[src/rtl/abro_pkg.sv]
// Shared types and constants for the multi-event ABRO controller.
// State encoding matches the externally visible state port.
package abro_pkg;

  typedef enum logic [1:0] {
    ST_IDLE    = 2'b00,
    ST_COLLECT = 2'b01,
    ST_DONE    = 2'b10
  } state_t;

  localparam int unsigned OUT_PULSE = 0;
  localparam int unsigned OUT_LEVEL = 1;

endpackage

[src/rtl/abro_window_timer.sv]
// Collection window counter for the ABRO controller.
// Flags expiry in the collect cycle where the count reaches the window.
module abro_window_timer #(
  parameter int unsigned WINDOW_CYCLES = 5
) (
  input  logic clk,
  input  logic reset,
  input  logic load,
  input  logic en,
  output logic expire
);

  localparam int CW = $clog2(WINDOW_CYCLES + 1);

  logic [CW-1:0] cnt;

  assign expire = en && (cnt == CW'(WINDOW_CYCLES - 1));

  // Restart on load, otherwise count collect cycles.
  always_ff @(posedge clk) begin
    if (reset) begin
      cnt <= '0;
    end else if (load) begin
      cnt <= '0;
    end else if (en) begin
      cnt <= cnt + CW'(1);
    end
  end

endmodule

[src/rtl/abro_multi_event_fsm.sv]
// Generalised ABRO: fire once every enabled event has been seen,
// re-arm on restart, with optional window timeout and fire counter.
module abro_multi_event_fsm
  import abro_pkg::*;
#(
  parameter int unsigned N_EVENTS      = 4,
  parameter int unsigned WINDOW_CYCLES = 0,
  parameter int unsigned OUT_MODE      = 0,
  parameter int unsigned COUNT_W       = 8
) (
  input  logic                clk,
  input  logic                reset,
  input  logic [N_EVENTS-1:0] ev_in,
  input  logic [N_EVENTS-1:0] ev_mask,
  input  logic                r_in,
  output logic                o,
  output logic [N_EVENTS-1:0] seen,
  output logic [1:0]          state,
  output logic                timeout,
  output logic [COUNT_W-1:0]  fire_count
);

  state_t              st;
  logic [N_EVENTS-1:0] acc;
  logic [N_EVENTS-1:0] seen_nx;
  logic                complete;
  logic                expire;

  assign acc      = ev_in & ev_mask;
  assign seen_nx  = seen | acc;
  assign complete = ((seen_nx & ev_mask) == ev_mask);
  assign state    = st;

  if (WINDOW_CYCLES > 0) begin : g_win
    logic load;
    logic en;
    assign load = r_in
                | ((st == ST_IDLE) && (|acc) && !complete);
    assign en   = !r_in && (st == ST_COLLECT);
    abro_window_timer #(
      .WINDOW_CYCLES(WINDOW_CYCLES)
    ) u_timer (
      .clk   (clk),
      .reset (reset),
      .load  (load),
      .en    (en),
      .expire(expire)
    );
  end else begin : g_nowin
    assign expire = 1'b0;
  end

  // Round control, registered outputs and saturating fire counter.
  always_ff @(posedge clk) begin
    if (reset) begin
      st         <= ST_IDLE;
      seen       <= '0;
      o          <= 1'b0;
      timeout    <= 1'b0;
      fire_count <= '0;
    end else begin
      timeout <= 1'b0;
      if (OUT_MODE == OUT_PULSE) o <= 1'b0;
      if (r_in) begin
        st   <= ST_IDLE;
        seen <= '0;
        o    <= 1'b0;
      end else begin
        unique case (st)
          ST_IDLE: begin
            if (|acc) begin
              seen <= seen_nx;
              if (complete) begin
                st <= ST_DONE;
                o  <= 1'b1;
                if (fire_count != '1)
                  fire_count <= fire_count + COUNT_W'(1);
              end else begin
                st <= ST_COLLECT;
              end
            end
          end
          ST_COLLECT: begin
            if (complete) begin
              st   <= ST_DONE;
              seen <= seen_nx;
              o    <= 1'b1;
              if (fire_count != '1)
                fire_count <= fire_count + COUNT_W'(1);
            end else if (expire) begin
              st      <= ST_IDLE;
              seen    <= '0;
              timeout <= 1'b1;
            end else begin
              seen <= seen_nx;
            end
          end
          ST_DONE: begin
          end
          default: begin
            st   <= ST_IDLE;
            seen <= '0;
          end
        endcase
      end
    end
  end

endmodule

[config.mk]
export PLATFORM = sky130hd
export DESIGN_NAME = abro_multi_event_fsm
export DESIGN_NICKNAME = d
export VERILOG_FILES = /design/src/rtl/abro_pkg.sv /design/src/rtl/abro_window_timer.sv /design/src/rtl/abro_multi_event_fsm.sv
export SDC_FILE = /design/constraint.sdc
export NUM_CORES = 1
export LEC_CHECK = 0
export CORE_UTILIZATION = 45
export CTS_BUF_LIST = sky130_fd_sc_hd__clkbuf_4 sky130_fd_sc_hd__clkbuf_8 sky130_fd_sc_hd__clkbuf_16
export CTS_CLUSTER_DIAMETER = 50
export DETAILED_ROUTE_END_ITERATION = 10
export PLACE_DENSITY = 0.85
export SLEW_MARGIN = 20
export SYNTH_ARGS = -nofsm -noshare
export SYNTH_HDL_FRONTEND = slang
export SYNTH_HIERARCHICAL = 1
export SYNTH_SLANG_ARGS = --single-unit
[constraint.sdc]
create_clock -name clk -period 5.9 [get_ports clk]
set_clock_uncertainty 0.15 [all_clocks]
set_input_delay 1.475 -clock clk [delete_from_list [all_inputs] [get_ports clk]]
set_output_delay 1.475 -clock clk [all_outputs]
set_load 0.01 [all_outputs]
==> summary.md <==
| Metric | Value |
|---|---|
| DRC | `0` |
| Post-synth top area share | `37.74%` |
| Seq pwr share | `52.1%` |
| Total setup buffers inserted after CTS | `0` |
| Wire per inst | `12.95 µm` |
| TNS Setup | `0 ps` |
| Setup crit end kind | `register` |
| Post-layout util | `about 67%` |
| RSZ-0062 raised after global routing | `no` |
| Final nets | `131` |
| Synthesized area | `795.8 µm²` |
| IO Count | `27` |
| Hold depth | `2` |
| N_diodes | `0` |
| CP peak stage delay | `510 ps` |
| Slowest-stage cell, CP | `clkdlybuf4s50_1` |
| Number of synthesized register bits | `15` |
| Number of flops mapped to enable cells by yosys | `0` |
| Congestion Overflow GR | `0` |
| R2r setup slk | `between 3000 and 4000 ps` |
| Die Ht | `roughly 44 µm` |
| Fmax | `0.2980 GHz` |
| Initial antenna violation count | `0` |
| Placed cells | `130` |
| Synth unique cells | `36` |
| Hold crit path type | `reg -> reg` |
| Final WL | `between 1500 and 2000 µm` |
| Synth Instances | `95` |
| Syn_nets | `between 100 and 150` |
| Largest area contributor in the netlist | `dfxtp_1` |
| Post-CTS Hold Buffers | `0` |
| Maxcap violations | `0` |
| Post_cts resized | `0` |
| Yosys warns | `6` |
| Post-synthesis sequential area ratio | `37.74%` |
| Clock Latency Late Sink | `290 ps` |
| TritonCTS clock tree | `yes` |
| Largest net degree at the start of global routing | `15` |
| Mean post-synth cell area | `8.376 µm²` |
| Die X | `44.05 µm` |
| Internal Power | `0.1515 mW` |
| First drt pass iteration count | `6` |
| CTS Buf Count | `3` |
| Minimum clock period | `around 3400 ps` |
| Clock transition at path regs | `approximately 80 ps` |
| Fin crit share | `56.88%` |
| Async SR Flop Fraction | `0%` |
| Max Buffers Root-to-Sink | `2` |
| # setup viols final | `0` |
| Combinational share of power | `16.3%` |
| CP arrival | `3390 ps` |
| Post-DP HPWL | `1275 µm` |
| R2R cell count | `5` |
| Vias per cell | `between 5 and 6` |
| Area grow syn2layout | `33.18%` |
| Reg2reg start | `seen[3]` |
| # clock sinks | `15` |
| Min-Delay Endpoint | `seen[0]` |
| Fraction of final layout cells sized beyond drive strength 1 | `a little under a tenth` |
| Commonest register cell after synthesis | `dfxtp_1` |
| Post-route insts no fill | `~130` |
| Clock power frac | `31.6%` |
| Final Hold Viols | `0` |
| Die area | `0.001940 mm²` |
| Dpl ws | `2256 ps` |
| Startpoint Class | `input port` |
| Power per Cell Area | `193.1 mW/mm²` |
| H-tree levels | `1` |
| Critical-path cell list | `clkdlybuf4s50_1 > a222oi_1 > a31oi_1 > nand3_2 > nor4b_1 > mux2_2` |
| Placed cell area | `0.001030 mm²` |
| Core Box Area | `0.001577 mm²` |
| DR iter-0 viols | `19` |
| GRT Total Usage | `20.09%` |
| Worst-path maximum fanout | `13` |
| Vias in the first global route | `a little under 700` |
| Clock root buffer | `clkbuf_4` |
| Crit Path Class | `in -> reg` |
| Worst VDD drop | `155.0 µV` |
| Net Sw Power | `approximately 0.053 mW` |
| Port bufs | `25` |
| Initial core utilization | `50.48%` |
| Outcome | `complete, no violations` |
| First-pass GRT wire length | `2856 µm` |
| Worst EP required | `5940 ps` |
| Net Sw Frac | `25.96%` |
| Hold Path Origin | `seen[0]` |
| ANT nets after route | `0` |
| R2r endpoint | `fire_count[3]` |
| Synth top cells by count | `nor2_1 (17), dfxtp_1 (15), a21oi_1 (8), nand2_1 (7), nor2b_1 (4)` |
| Most numerous cell in the Yosys netlist | `nor2_1` |
| P_leak | `0.3901 nW` |
| Final worst slack | `between 2000 and 3000 ps` |
| Cell area after layout | `0.001060 mm²` |
| Slew Limit Fails | `0` |
| DR vias | `764` |
| Routability cong. | `between 0.8 and 0.9` |
| Main area contributors after synthesis | `dfxtp_1 (38%), nor2_1 (8.0%), a21oi_1 (5.0%)` |
| Rows | `14` |
-- kinds of logic (layout without fill, tap and decap cells) --
| family | after synthesis | count (layout) | synth area share, % |
|---|---|---|---|
| simple gates | 47 | 47 | 33.33 |
| other cells | 1 | 1 | 0.4712 |
| flops | 15 | 15 | 37.74 |
| mux | 5 | 5 | 6.918 |
| buf+inv | 9 | 32 | 5.974 |
| compound gates | 17 | 17 | 13.99 |
| fa+ha+maj | 1 | 1 | 1.572 |
-- how the worst max path moves through the flow --
stage,startpoint,end,slack (ps),depth (start not counted)
2_1_floorplan,ev_mask[1],fire_count[5],3020,6
3_3_place_gp,ev_mask[1],fire_count[2],2300,6
3_5_place_dp,ev_in[1],fire_count[3],2260,6
4_1_cts,ev_mask[1],fire_count[3],2560,6
5_1_grt,ev_in[1],fire_count[2],2420,6
6_report,ev_mask[1],fire_count[3],2540,6
-- layer usage --
layer | part of all wire [%] | up-vias | global-route usage (%)
li1 | - | 378 | -
met2 | 49 | 26 | 34.71
met4 | 3.1 | 0 | 12.12
met5 | 0 | - | 0
met1 | 41 | 353 | 21.79
met3 | 6.7 | 7 | 5.306
-- placed cells by master, fill, tap and decap left out, types with 3 or more instances in the layout --
| cell type | count |
|---|---|
| a21oi_1 | 8 |
| clkdlybuf4s50_1 | 25 |
| nor2_1 | 17 |
| nor2b_1 | 4 |
| nand2_1 | 7 |
| clkbuf_4 | 4 |
| inv_1 | 3 |
| dfxtp_1 | 15 |
-- sequential cells by signal, summed over array words and instances (netlist names) --
name / cells
fire_count: 8
o: 1
seen: 4
state: 2
-- layout make-up --
class                      count  area [µm²]
clock buffer                   4       30.03
fill                         149       516.7
inverter                       3       11.26
multi-input combinational     71       447.9
sequential                    15       300.3
tap                           16       20.02
timing repair buffer          25       250.2
-- worst max-delay path, delay by kind of cell --
kind                   cells  cell delay [ps]
and+or+nand+nor            2              680
muxes                      1              370
buffers and inverters      1              510
AOI/OAI and AO/OA          2              350
-- metrics by stage --
stage          power, mW  hold WS [ps]
4_1_cts           0.2066         375.0
3_3_place_gp      0.1412         348.2
5_1_grt           0.2140         402.9
3_5_place_dp      0.1422         351.8
6_report          0.2047         370.3
2_1_floorplan     0.1281         366.3
-- power by group through the flow --
| stage | registers (mW) | clock network (mW) | logic, mW |
|---|---|---|---|
| 5_1_grt | 0.107 | 0.0703 | 0.0366 |
| 2_1_floorplan | 0.110 | 0 | 0.0182 |
| 3_3_place_gp | 0.109 | 0 | 0.0323 |
| 3_5_place_dp | 0.109 | 0 | 0.0333 |
| 4_1_cts | 0.107 | 0.0665 | 0.0335 |
| 6_report | 0.107 | 0.0646 | 0.0334 |
Note: power is estimated with default switching activity, not from simulation.
